## src/rtl/ctrl_pkg.sv

```systemverilog
// Shared encodings for the RV32 pipeline control unit: opcodes, control field codes,
// the multi-cycle FSM states and the E-stage control bundle.
package ctrl_pkg;

    localparam logic [6:0] OP_LOAD   = 7'b0000011;
    localparam logic [6:0] OP_STORE  = 7'b0100011;
    localparam logic [6:0] OP_R      = 7'b0110011;
    localparam logic [6:0] OP_BRANCH = 7'b1100011;
    localparam logic [6:0] OP_IMM    = 7'b0010011;
    localparam logic [6:0] OP_JAL    = 7'b1101111;
    localparam logic [6:0] OP_JALR   = 7'b1100111;
    localparam logic [6:0] OP_LUI    = 7'b0110111;
    localparam logic [6:0] OP_AUIPC  = 7'b0010111;
    localparam logic [6:0] F7_MULDIV = 7'b0000001;

    localparam logic [2:0] IMM_I = 3'b000;
    localparam logic [2:0] IMM_S = 3'b001;
    localparam logic [2:0] IMM_B = 3'b010;
    localparam logic [2:0] IMM_J = 3'b011;
    localparam logic [2:0] IMM_U = 3'b100;

    localparam logic [1:0] RES_ALU  = 2'b00;
    localparam logic [1:0] RES_MEM  = 2'b01;
    localparam logic [1:0] RES_PC4  = 2'b10;
    localparam logic [1:0] RES_UIMM = 2'b11;

    localparam logic [1:0] ALUOP_ADD   = 2'b00;
    localparam logic [1:0] ALUOP_BR    = 2'b01;
    localparam logic [1:0] ALUOP_FUNCT = 2'b10;

    typedef enum logic [1:0] {
        ST_IDLE     = 2'd0,
        ST_MUL_BUSY = 2'd1,
        ST_DIV_BUSY = 2'd2
    } md_state_t;

    typedef struct packed {
        logic       reg_write;
        logic       alu_src;
        logic       mem_write;
        logic [1:0] result_src;
        logic [1:0] alu_op;
        logic       jump;
        logic       jalr;
        logic       branch;
        logic       lui;
        logic       md;
        logic [2:0] md_funct3;
        logic       illegal;
    } ctrl_t;

    function automatic int max_lat(input int a, input int b);
        return (a > b) ? a : b;
    endfunction

endpackage

```

## src/rtl/ctrl_decode_pipe_if.sv

```systemverilog
// D-stage decode inputs, hazard controls and E-stage control outputs of the control unit.
interface ctrl_decode_pipe_if;
    logic       instr_vld_d;
    logic [6:0] op_d;
    logic [2:0] funct3_d;
    logic [6:0] funct7_d;
    logic       stall_e;
    logic       flush_e;
    logic [2:0] ImmSrcD;
    logic       ValidE;
    logic       RegWriteE;
    logic       ALUSrcE;
    logic       MemWriteE;
    logic [1:0] ResultSrcE;
    logic [1:0] ALUOpE;
    logic       JumpE;
    logic       JalrE;
    logic       BranchE;
    logic       LuiE;
    logic       MdE;
    logic [2:0] MdFunct3E;
    logic       IllegalE;
    logic       md_done_e;
    logic       stall_fd;

    modport master (
        output instr_vld_d, op_d, funct3_d, funct7_d, stall_e, flush_e,
        input  ImmSrcD, ValidE, RegWriteE, ALUSrcE, MemWriteE, ResultSrcE, ALUOpE,
               JumpE, JalrE, BranchE, LuiE, MdE, MdFunct3E, IllegalE, md_done_e, stall_fd
    );

    modport slave (
        input  instr_vld_d, op_d, funct3_d, funct7_d, stall_e, flush_e,
        output ImmSrcD, ValidE, RegWriteE, ALUSrcE, MemWriteE, ResultSrcE, ALUOpE,
               JumpE, JalrE, BranchE, LuiE, MdE, MdFunct3E, IllegalE, md_done_e, stall_fd
    );
endinterface

```

## src/rtl/ctrl_decode_comb.sv

```systemverilog
// Purely combinational opcode/funct decoder producing ImmSrc and the E-stage control bundle.
module ctrl_decode_comb
    import ctrl_pkg::*;
#(
    parameter bit EN_M = 1'b1
) (
    input  logic [6:0] op,
    input  logic [2:0] funct3,
    input  logic [6:0] funct7,
    output logic [2:0] imm_src,
    output ctrl_t      ctrl
);

    always_comb begin
        ctrl    = '0;
        imm_src = IMM_I;
        case (op)
            OP_LOAD: begin
                ctrl.reg_write  = 1'b1;
                ctrl.alu_src    = 1'b1;
                ctrl.result_src = RES_MEM;
            end
            OP_STORE: begin
                imm_src        = IMM_S;
                ctrl.alu_src   = 1'b1;
                ctrl.mem_write = 1'b1;
            end
            OP_R: begin
                // funct7=0000001 selects RV32M; without M support it is undecodable
                if (funct7 == F7_MULDIV) begin
                    if (EN_M) begin
                        ctrl.reg_write = 1'b1;
                        ctrl.md        = 1'b1;
                        ctrl.md_funct3 = funct3;
                    end else begin
                        ctrl.illegal = 1'b1;
                    end
                end else begin
                    ctrl.reg_write = 1'b1;
                    ctrl.alu_op    = ALUOP_FUNCT;
                end
            end
            OP_BRANCH: begin
                imm_src     = IMM_B;
                ctrl.alu_op = ALUOP_BR;
                ctrl.branch = 1'b1;
            end
            OP_IMM: begin
                ctrl.reg_write = 1'b1;
                ctrl.alu_src   = 1'b1;
                ctrl.alu_op    = ALUOP_FUNCT;
            end
            OP_JAL: begin
                imm_src         = IMM_J;
                ctrl.reg_write  = 1'b1;
                ctrl.result_src = RES_PC4;
                ctrl.jump       = 1'b1;
            end
            OP_JALR: begin
                ctrl.reg_write  = 1'b1;
                ctrl.alu_src    = 1'b1;
                ctrl.result_src = RES_PC4;
                ctrl.jalr       = 1'b1;
            end
            OP_LUI, OP_AUIPC: begin
                imm_src         = IMM_U;
                ctrl.reg_write  = 1'b1;
                ctrl.result_src = RES_UIMM;
                ctrl.lui        = op[5];
            end
            default: ctrl.illegal = 1'b1;
        endcase
    end

endmodule

```

## src/rtl/ctrl_decode_pipe.sv

```systemverilog
// RV32 pipeline control unit: D-stage decode, ID/EX control register with flush/hold,
// and a busy FSM that freezes F/D while a multi-cycle mul/div occupies E.
module ctrl_decode_pipe
    import ctrl_pkg::*;
#(
    parameter bit EN_M    = 1'b1,
    parameter int MUL_LAT = 3,
    parameter int DIV_LAT = 34
) (
    input logic               clk,
    input logic               reset,
    ctrl_decode_pipe_if.slave bus
);

    localparam int MAX_LAT = max_lat(MUL_LAT, DIV_LAT);
    localparam int CNT_W   = (MAX_LAT > 1) ? $clog2(MAX_LAT) : 1;
    localparam logic [CNT_W-1:0] MUL_CNT = CNT_W'(MUL_LAT - 1);
    localparam logic [CNT_W-1:0] DIV_CNT = CNT_W'(DIV_LAT - 1);

    logic [2:0]       imm_src;
    ctrl_t            dec_ctrl;
    ctrl_t            e_reg;
    logic             valid_reg;
    md_state_t        state_reg;
    logic [CNT_W-1:0] cnt_reg;
    logic             stall_fd;
    logic             hold;

    ctrl_decode_comb #(.EN_M(EN_M)) u_decode (
        .op      (bus.op_d),
        .funct3  (bus.funct3_d),
        .funct7  (bus.funct7_d),
        .imm_src (imm_src),
        .ctrl    (dec_ctrl)
    );

    assign stall_fd = (state_reg != ST_IDLE);
    assign hold     = bus.stall_e | stall_fd;

    always_ff @(posedge clk) begin
        if (!reset) begin
            valid_reg <= 1'b0;
            e_reg     <= '0;
            state_reg <= ST_IDLE;
            cnt_reg   <= '0;
        end else if (bus.flush_e) begin
            valid_reg <= 1'b0;
            e_reg     <= '0;
            state_reg <= ST_IDLE;
            cnt_reg   <= '0;
        end else begin
            if (!hold) begin
                valid_reg <= bus.instr_vld_d;
                e_reg     <= bus.instr_vld_d ? dec_ctrl : '0;
            end
            // The count runs regardless of stall_e so occupancy is exactly LAT cycles
            case (state_reg)
                ST_IDLE: begin
                    if (!hold && bus.instr_vld_d && dec_ctrl.md) begin
                        if (bus.funct3_d[2]) begin
                            cnt_reg   <= DIV_CNT;
                            state_reg <= (DIV_LAT > 1) ? ST_DIV_BUSY : ST_IDLE;
                        end else begin
                            cnt_reg   <= MUL_CNT;
                            state_reg <= (MUL_LAT > 1) ? ST_MUL_BUSY : ST_IDLE;
                        end
                    end
                end
                ST_MUL_BUSY, ST_DIV_BUSY: begin
                    cnt_reg <= cnt_reg - 1'b1;
                    if (cnt_reg == CNT_W'(1)) begin
                        state_reg <= ST_IDLE;
                    end
                end
                default: begin
                    state_reg <= ST_IDLE;
                    cnt_reg   <= '0;
                end
            endcase
        end
    end

    assign bus.ImmSrcD    = imm_src;
    assign bus.ValidE     = valid_reg;
    assign bus.RegWriteE  = e_reg.reg_write;
    assign bus.ALUSrcE    = e_reg.alu_src;
    assign bus.MemWriteE  = e_reg.mem_write;
    assign bus.ResultSrcE = e_reg.result_src;
    assign bus.ALUOpE     = e_reg.alu_op;
    assign bus.JumpE      = e_reg.jump;
    assign bus.JalrE      = e_reg.jalr;
    assign bus.BranchE    = e_reg.branch;
    assign bus.LuiE       = e_reg.lui;
    assign bus.MdE        = e_reg.md;
    assign bus.MdFunct3E  = e_reg.md_funct3;
    assign bus.IllegalE   = e_reg.illegal;
    assign bus.md_done_e  = valid_reg & e_reg.md & (state_reg == ST_IDLE);
    assign bus.stall_fd   = stall_fd;

endmodule

```

## src/flat_wrapper.sv

```systemverilog
// flat-port wrapper written by rule: the top's interface ports become plain ports
module ctrl_decode_pipe_flat import ctrl_pkg::*;
#(
    parameter bit EN_M    = 1'b1,
    parameter int MUL_LAT = 3,
    parameter int DIV_LAT = 34
)
  (clk, reset, bus_instr_vld_d, bus_op_d, bus_funct3_d, bus_funct7_d, bus_stall_e, bus_flush_e, bus_ImmSrcD, bus_ValidE, bus_RegWriteE, bus_ALUSrcE, bus_MemWriteE, bus_ResultSrcE, bus_ALUOpE, bus_JumpE, bus_JalrE, bus_BranchE, bus_LuiE, bus_MdE, bus_MdFunct3E, bus_IllegalE, bus_md_done_e, bus_stall_fd);
  ctrl_decode_pipe_if bus_i ();
  input logic clk;
  input logic reset;
  input wire logic [$bits(bus_i.instr_vld_d)-1:0] bus_instr_vld_d;
  input wire logic [$bits(bus_i.op_d)-1:0] bus_op_d;
  input wire logic [$bits(bus_i.funct3_d)-1:0] bus_funct3_d;
  input wire logic [$bits(bus_i.funct7_d)-1:0] bus_funct7_d;
  input wire logic [$bits(bus_i.stall_e)-1:0] bus_stall_e;
  input wire logic [$bits(bus_i.flush_e)-1:0] bus_flush_e;
  output wire logic [$bits(bus_i.ImmSrcD)-1:0] bus_ImmSrcD;
  output wire logic [$bits(bus_i.ValidE)-1:0] bus_ValidE;
  output wire logic [$bits(bus_i.RegWriteE)-1:0] bus_RegWriteE;
  output wire logic [$bits(bus_i.ALUSrcE)-1:0] bus_ALUSrcE;
  output wire logic [$bits(bus_i.MemWriteE)-1:0] bus_MemWriteE;
  output wire logic [$bits(bus_i.ResultSrcE)-1:0] bus_ResultSrcE;
  output wire logic [$bits(bus_i.ALUOpE)-1:0] bus_ALUOpE;
  output wire logic [$bits(bus_i.JumpE)-1:0] bus_JumpE;
  output wire logic [$bits(bus_i.JalrE)-1:0] bus_JalrE;
  output wire logic [$bits(bus_i.BranchE)-1:0] bus_BranchE;
  output wire logic [$bits(bus_i.LuiE)-1:0] bus_LuiE;
  output wire logic [$bits(bus_i.MdE)-1:0] bus_MdE;
  output wire logic [$bits(bus_i.MdFunct3E)-1:0] bus_MdFunct3E;
  output wire logic [$bits(bus_i.IllegalE)-1:0] bus_IllegalE;
  output wire logic [$bits(bus_i.md_done_e)-1:0] bus_md_done_e;
  output wire logic [$bits(bus_i.stall_fd)-1:0] bus_stall_fd;
  assign bus_i.instr_vld_d = bus_instr_vld_d;
  assign bus_i.op_d = bus_op_d;
  assign bus_i.funct3_d = bus_funct3_d;
  assign bus_i.funct7_d = bus_funct7_d;
  assign bus_i.stall_e = bus_stall_e;
  assign bus_i.flush_e = bus_flush_e;
  assign bus_ImmSrcD = bus_i.ImmSrcD;
  assign bus_ValidE = bus_i.ValidE;
  assign bus_RegWriteE = bus_i.RegWriteE;
  assign bus_ALUSrcE = bus_i.ALUSrcE;
  assign bus_MemWriteE = bus_i.MemWriteE;
  assign bus_ResultSrcE = bus_i.ResultSrcE;
  assign bus_ALUOpE = bus_i.ALUOpE;
  assign bus_JumpE = bus_i.JumpE;
  assign bus_JalrE = bus_i.JalrE;
  assign bus_BranchE = bus_i.BranchE;
  assign bus_LuiE = bus_i.LuiE;
  assign bus_MdE = bus_i.MdE;
  assign bus_MdFunct3E = bus_i.MdFunct3E;
  assign bus_IllegalE = bus_i.IllegalE;
  assign bus_md_done_e = bus_i.md_done_e;
  assign bus_stall_fd = bus_i.stall_fd;
  ctrl_decode_pipe #(.EN_M(EN_M), .MUL_LAT(MUL_LAT), .DIV_LAT(DIV_LAT)) u_core (.clk(clk), .reset(reset), .bus(bus_i));
endmodule
```

## config.mk

```make
export PLATFORM = sky130hd
export DESIGN_NAME = ctrl_decode_pipe_flat
export DESIGN_NICKNAME = d
export VERILOG_FILES = /design/src/rtl/ctrl_pkg.sv /design/src/rtl/ctrl_decode_pipe_if.sv /design/src/rtl/ctrl_decode_comb.sv /design/src/rtl/ctrl_decode_pipe.sv /design/src/flat_wrapper.sv
export SDC_FILE = /design/constraint.sdc
export NUM_CORES = 1
export LEC_CHECK = 0
export ABC_AREA = 1
export CORE_ASPECT_RATIO = 1.1
export CORE_MARGIN = 3
export CORE_UTILIZATION = 45
export DETAILED_ROUTE_END_ITERATION = 8
export PLACE_DENSITY = 0.75
export SLEW_MARGIN = 40
export SYNTH_ARGS = -nofsm -noshare
export SYNTH_HDL_FRONTEND = slang
export SYNTH_SLANG_ARGS = --single-unit
```

## constraint.sdc

```tcl
create_clock -name clk -period 4.2 [get_ports clk]
set_input_delay 0.84 -clock clk [delete_from_list [all_inputs] [get_ports clk]]
set_output_delay 0.84 -clock clk [all_outputs]
set_load 0.05 [all_outputs]
```

Yosys cells after proc, flatten, opt, wreduce, memory -nomap -nowiden. Index checks and enable logic that the tools add are counted.

Logic and storage cells: 70. Bits of input ports: 22. Output and inout bits: 22. Register bits: 25.

$add $sub $neg: 1. Bitwise gates (word level): 4. Equal/unequal tests: 15. Mux-type cells: 22. Reductions and logical operators: 13.

Operator list (number): 7-bit by 6-bit equality test with 1-bit output, second input constant (3); 7-bit equality test, second input constant (3); 16-bit two-way mux (1); 7-bit by 5-bit equality test with 1-bit output, second input constant (2); 6-bit two-way mux (2); 2-bit one-hot mux with 3 select lines (2); 3-bit one-hot mux with 4 select lines (1); 6-bit one-hot mux with 2 select lines (1); 2-bit two-way mux (4); 2-bit OR reduction (4); 8-bit OR reduction (1); 7-bit by 1-bit equality test with 1-bit output, second input constant (1); 7-bit by 2-bit equality test with 1-bit output, second input constant (1); 1-bit two-way mux (7); 7-bit OR reduction (1); 6-bit by 1-bit equality test with 1-bit output, second input constant (1); 6-bit by 1-bit subtractor with 6-bit output, second input constant (1); 5-bit two-way mux (1); 4-bit two-way mux (1); 2-bit by 1-bit != test with 1-bit output, second input constant (2); 2-bit one-hot mux with 2 select lines (1); 4-bit OR reduction (1); 1-bit bitwise AND (2); 2-bit by 1-bit equality test with 1-bit output, second input constant (1); 9 further kinds (10).

Depth between registers and ports, before layout. Gate-level depths: netlist of the first run.

Depth in word-level cells: 7. Mapped depth: 10. Gate-level depth less buffers: 10.

By module. From an unflattened synthesis of the first run, not the netlist that was laid out.

Cells, all modules: 214. Area total of the unflattened synthesis: 1388.8 um2.

By module, submodules not included: ctrl_decode_pipe (cells an instance 155, seq. area each 500.5 um2, instances 1, area each 1126.1 um2); ctrl_decode_comb (cells an instance 59, seq. area each 0.0 um2, instances 1, area each 262.8 um2).

Least setup slack after synthesis of the first run. No wires, ideal clock.

Path kind: in2out. Start point: input bus_op_d[1]. End point: output bus_ImmSrcD[1]. Stages: 6. Data required time: 3.360 ns. Slack: 1.040 ns. Path buffers: 0. Data arrival time: 2.320 ns. Cells stage by stage: nand2_1 inv_1 nand2_1 inv_1 nand3_1 o21ai_0.

Cells in the longest elaborated chain, start to end: 3. Elaborated cells between the ends (all ways): 7. Classes of those cells: eq/ne (5); mux (1); reduce/logical (1).

RTL lines: start: declaration (RTL line flat_wrapper.sv:13) `input wire logic [$bits(bus_i.op_d)-1:0] bus_op_d;`; 7-bit by 6-bit equality test with 1-bit output or 7-bit by 5-bit equality test with 1-bit output (tied branches) (RTL line ctrl_decode_comb.sv:17) `case (op)`; 2-bit OR reduction (RTL line ctrl_decode_comb.sv:17); 3-bit one-hot mux with 4 select lines (*) (RTL line ctrl_decode_comb.sv:17); end: declaration (RTL line flat_wrapper.sv:18) `output wire logic [$bits(bus_i.ImmSrcD)-1:0] bus_ImmSrcD;`.

Every way passes the cells marked *; elsewhere a longest branch is shown, timed or not.

Worst setup path after layout of the first run.
Start point: input bus_op_d[5]. End point: output bus_ImmSrcD[1].

The elaborated chain is that of the path after synthesis.

==> results of run 1 <==
==> cells in the final DEF, fill, tap and decap left out, drive strengths merged <==
cell	n
ha	4
clkdlybuf4s50	43
inv	27
o211ai	1
o21bai	1
nand3	17
nor3	2
xnor2	1
nand4	4
a22oi	1
dfxtp	24
nand2	53
clkbuf	3
o21ai	6
bufinv	1
a21oi	25
nor2	23
==> per-stage QoR <==
step / power [mW] / area (um2) / setup WS [ns] / hold slack [ns] / std cells
4_1_cts: 0.452 / 1770 / 0.500 / 0.475 / 267
5_1_grt: 0.463 / 1770 / 0.317 / 0.505 / 267
2_1_floorplan: 0.258 / 1280 / 1.04 / 0.453 / 195
3_3_place_gp: 0.284 / 1720 / 0.576 / 0.454 / 263
6_report: 0.445 / 1770 / 0.483 / 0.475 / 267
3_5_place_dp: 0.285 / 1720 / 0.518 / 0.456 / 263
==> cells by family after synthesis <==
logic type | count (synthesis) | synth area share (%)
compound gates | 34 | 13.8
xor+xnor | 1 | 0.682
fa+ha+maj | 4 | 3.89
buf+inv | 33 | 10.6
flops | 24 | 37.4
simple gates | 99 | 33.6
==> where the power goes <==
group          leakage [nW]  total, mW  internal [mW]  switching [mW]
clock                0.0279      0.165         0.0964          0.0690
sequential            0.193      0.229          0.228        0.000438
combinational         0.480     0.0510         0.0245          0.0265
==> cell type report <==
class	count	area, um2	share of cell area (%)
repair buffers	43	430	24.3
flip-flops and latches	24	480	27.1
well taps	31	38.8	2.19
clock buffers	3	22.5	1.27
clock inverters	1	30.0	1.69
inverters	27	101	5.72
multi-input cells	138	668	37.7
==> critical path: stages <==
cell and delay [ns]:
clkdlybuf4s50_1 0.58, inv_1 0.14, nor3_4 0.26, nand3_1 0.12, o21ai_0 0.10, clkdlybuf4s50_1 0.83
==> per-layer routing <==
layer	up-vias	wire, um	track usage (%)
met3	2	215	3.93
li1	700	-	-
met5	-	0	0
met1	598	1330	21.3
met4	0	18	5.96
met2	49	1520	34.9
==> how the worst max path moves through the flow <==
stage | cells past startpoint | end | start | slack [ns]
finish | 6 | bus_ImmSrcD[1] | bus_op_d[5] | 0.48
floorplan | 6 | bus_ImmSrcD[1] | bus_op_d[1] | 1.04
detailed placement | 6 | bus_ImmSrcD[0] | bus_op_d[5] | 0.52
global route | 6 | bus_ImmSrcD[0] | bus_op_d[5] | 0.32
CTS | 6 | bus_ImmSrcD[0] | bus_op_d[5] | 0.50
global placement | 6 | bus_ImmSrcD[0] | bus_op_d[5] | 0.58
==> impl_results.md, run 1 <==
* Worst-path fanout max at 6
* WHS Endpoint: u_core.bus.MdFunct3E[2]
* Util after Layout at slightly below 70%
* CP endpoint kind: output port
* FILL cells at ~240
* GRT Util Overall at 18.6%
* Pwr dens at about 250 nW/um2
* Worst-Margin Slew at around 0.64 ns
* Initial antenna violation count at 0
* Row cnt at 19
* Post-synth top cells: nand2_1 (52), inv_1 (26), a21oi_1 (25)
* Tmin final at 3.72 ns
* Syn-to-layout area delta at 37.9%
* CTS H-tree lvls at 1
* Top cells by area, synth: dfxtp_1 (37%), nand2_1 (15%), a21oi_1 (9.7%), inv_1 (7.6%), nor2_1 (6.4%)
* I/O pin total at between 40 and 50
* HP Start: u_core.bus.MdFunct3E[2]
* Drt wl/cell at between 10 and 15 um
* Worst setup SP type: input port
* Overall routed net length at between 3000 and 4000 um
* Headroom to the max-slew limit at 57.1%
* # DRC at 0
* Fmax at approximately 0.27 GHz
* Final setup fails at 0
* Root buf cell: clkbuf_4
* Post-CTS setup buffers at 0
* Final net count at roughly 260
* Clock latency on the worst-skew pair at around 0.31 ns
* Post-synthesis sequential area ratio at a little under two fifths
* Top FF cell, synth: dfxtp_1
* Max reg flops at 6
* Area fraction of the dominant cell type after synthesis at about 37%
* Reg2reg start: u_core.state_reg[0]
* Clk buf depth at 2
* Die footprint at approximately 3500 um2
* Port-buffer cells at 43
* Arr. time, crit path at around 2.9 ns
* Post-Syn Nets at around 220
* Worst reg-to-reg path cell count at 9
* Status: complete, no violations
* First-pass GRT wire length at just over 5000 um
* Inserted Clock Buffers at 3
* Gp weighted congestion at ~0.97
* DR pass1 iterations at 4
* Yosys reg bits at 24
* Share of cells above drive strength 1 at under 10%
* R2R Path End: u_core.cnt_reg[2]
* Area leader, netlist: dfxtp_1
* Syn Inst Count at around 200
* RSZ-0062 raised after global routing: no
* Vias/cell at around 5.1
* Reg-to-reg slack, setup at around 2.1 ns
* Fin crit share at about nine tenths
* Final Hold Vio Count at 0
* Via count at 1349
* Remaining Overflow, GRT at 0
* LEAKAGE at approximately 0.70 nW
* Vias in the first global route at approximately 1300
* Slew Limit Fails at 0
* Async set or reset register ratio after synthesis at 0%
* Initial Utilization at about half
* Clock skew at 0.00626 ns
* DP HPWL at 2390 um
* Most frequent cell after synthesis: nand2_1
* Crit Path Category: in -> out
* Synthesis Warnings at 0
* Netlist Area Pre-Place at 1280 um2
* # resized after CTS at 0
* Core footprint at ~2600 um2
* CTS Hold Buffers Added at 0
* Worst Hold Class: reg -> reg
* Largest net degree at the start of global routing at 23
* Setup TNS at 0 ns
* Reg clk slew, reported paths at roughly 0.13 ns
* CTS tree: built
* Distinct cells, synth at 23
* Max Cap Viol at 0
* Die width at 57.0 um
* DRT iter0 DRCs at 44
* Number of flops mapped to enable cells by yosys at 0
* Hold Path Depth at 2
* Die Height at 62.0 um
* Sink Count at 24
* ANT cells at 0
* Mapped Avg Cell Area at approximately 6.6 um2
* Peak supply drop at approximately 0.16 mV
* Req. time, crit path at 3.36 ns
* Antenna-violating nets left at 0
No activity file was read; power rests on OpenSTA's default activity.
==> run 2: changes to the inputs <==
Settings changed: CORE_ASPECT_RATIO 1.1 to default.
==> run 2 against run 1 <==
Effect of this change: critical path depth stayed put; non-clock buffer count stayed put; clock skew down 0.0035 ns; register-to-register slack worse by 0.02 ns; critical path type unchanged.
==> impl_results.md, run 2 (synthesis results as in run 1) <==
* Status: complete, no violations
* Initial antenna violation count at 0 (unchanged)
* Placed Cells at 262 (-0.38%)
* Final net count at 263 (unchanged)
* Setup TNS at 0 ns (unchanged)
* Die Height at 59.4 um (-4.2%)
* Most frequent cells in the layout: nand2_1 (52), clkdlybuf4s50_1 (43), inv_1 (26), a21oi_1 (25), dfxtp_1 (24)
* LEAKAGE at 0.687 nW (-2.0%)
* CP endpoint kind: output port
* Gp weighted congestion at 0.909 (-6.4%)
* CTS tree: built
* Final Hold Vio Count at 0 (unchanged)
* Most common cell after layout, fill and taps aside: nand2_1
* Vias in the first global route at 1220 (-3.6%)
* Sink Count at 24 (unchanged)
* Fin crit share at 87.5% (-1.0 points)
* Worst Hold Class: reg -> reg
* Clk buf depth at 2 (unchanged)
* Max Cap Viol at 0 (unchanged)
* I/O pin total at 44 (unchanged)
* Pwr Total at 0.376 mW (-15%)
* DRT iter0 DRCs at 56 (+27%)
* Drt wl/cell at 11.1 um (-3.9%)
* Clock latency on the worst-skew pair at 0.30 ns (about the same)
* CTS Hold Buffers Added at 0 (unchanged)
* First-pass GRT wire length at 4910 um (-4.4%)
* Syn-to-layout area delta at 35.4%
* Largest net degree at the start of global routing at 23 (unchanged)
* Slew Limit Fails at 0 (unchanged)
* Antenna-violating nets left at 0 (unchanged)
* Initial Utilization at 49.6% (+0.47 points)
* Die footprint at 3530 um2 (about the same)
* Req. time, crit path at 3.36 ns (about the same)
* Final setup fails at 0 (unchanged)
* CTS H-tree lvls at 1 (unchanged)
* Tmin final at 3.67 ns (-0.0430 ns)
* Crit Path Category: in -> out
* Arr. time, crit path at 2.83 ns (-0.05 ns)
* Clock skew at 0.00280 ns (-0.00346 ns)
* Worst-Margin Slew at 0.666 ns (+0.0227 ns)
* Max reg flops at 6 (unchanged)
* Min Hold Slack at 0.474 ns (-0.000741 ns)
* Remaining Overflow, GRT at 0 (unchanged)
* Port-buffer cells at 43 (unchanged)
* Root buf cell: clkbuf_4
* Pwr dens at 216 nW/um2 (-14%)
* RSZ-0062 raised after global routing: no
* ANT cells at 0 (unchanged)
* Reg clk slew, reported paths at 0.12 ns (about the same)
* Overall routed net length at 2940 um (-4.6%)
* Worst setup SP type: input port
* Post-CTS setup buffers at 0 (unchanged)
* Headroom to the max-slew limit at 55.6% (-1.5 points)
* Util after Layout at 67.2% (-0.55 points)
* Share of cells above drive strength 1 at 3.40% (-0.41 points)
* # DRC at 0 (unchanged)
* Row cnt at 18 (-1)
* Via count at 1332 (-1.3%)
* DP HPWL at 2270 um (-4.8%)
* Inserted Clock Buffers at 3 (unchanged)
* DR pass1 iterations at 4 (unchanged)
* Die width at 59.4 um (+4.4%)
* # resized after CTS at 0 (unchanged)
* FILL cells at 235 (-3.7%)
* Fmax at 0.272 GHz (+1.2%)
* Core footprint at 2590 um2 (-0.96%)
* Peak supply drop at 0.159 mV (-0.89%)
* Final std cells w/o fill at 265 (-0.75%)
* GRT Util Overall at 17.7% (-0.81 points)
* Worst-path fanout max at 6 (unchanged)
* Vias/cell at 5.03 (-0.51%)
[run 2: cell count changes in the layout (fill, tap and decap cells not counted)]
cell,previous run,this run
bufinv_16,1,0
[run 2: path summary, 6_finish.rpt]
path | slack, ns | cells past startpoint | from | to
setup / recovery | 0.53 | 6 | bus_op_d[5] | bus_ImmSrcD[1]
hold / removal | 0.47 | 2 | u_core.bus.ResultSrcE[0] | u_core.bus.ResultSrcE[0]
setup reg to reg | 2.09 | 10 | u_core.state_reg[0] | u_core.cnt_reg[3]
hold reg to reg | 0.47 | 2 | u_core.bus.ResultSrcE[0] | u_core.bus.ResultSrcE[0]
[run 2: area by class of cell]
class                   count  area [um2]  share of cell area, %
inverters                  27         101                   5.82
well taps                  30        37.5                   2.16
flip-flops and latches     24         480                   27.6
clock buffers               3        22.5                   1.29
multi-input cells         138         668                   38.4
repair buffers             43         430                   24.7
[run 2: power by group]
group          total [mW]  internal, mW  switching, mW
clock network      0.0967        0.0335         0.0633
registers           0.229         0.228       0.000544
logic              0.0508        0.0245         0.0263
total               0.376         0.286         0.0901
[run 2: stage by stage]
| stage | setup slack [ns] | cell area [um2] |
|---|---|---|
| 6_report | 0.526 | 1740 |
| 2_1_floorplan | 1.04 | 1280 |
| 4_1_cts | 0.522 | 1740 |
| 3_5_place_dp | 0.518 | 1720 |
| 5_1_grt | 0.369 | 1740 |
| 3_3_place_gp | 0.559 | 1720 |
[run 2: metal layers]
layer	vias up	GRT usage [%]	routed length, um
li1	704	-	-
met1	579	22.3	1420
met2	47	30.1	1300
met3	2	4.79	202
met4	0	3.88	21
met5	-	0	0
[run 2: worst max-delay path, stage by stage]
cell             delay (ns)
clkdlybuf4s50_1        0.56
inv_1                  0.13
nor3_4                 0.27
nand3_1                0.11
o21ai_0                0.09
clkdlybuf4s50_1        0.82
==> run 3: changes to the inputs <==
Settings changed: SETUP_SLACK_MARGIN from default to 0.1.
==> results of run 3 <==
No change in the layout: final DEF, timing and power equal those of run 2.
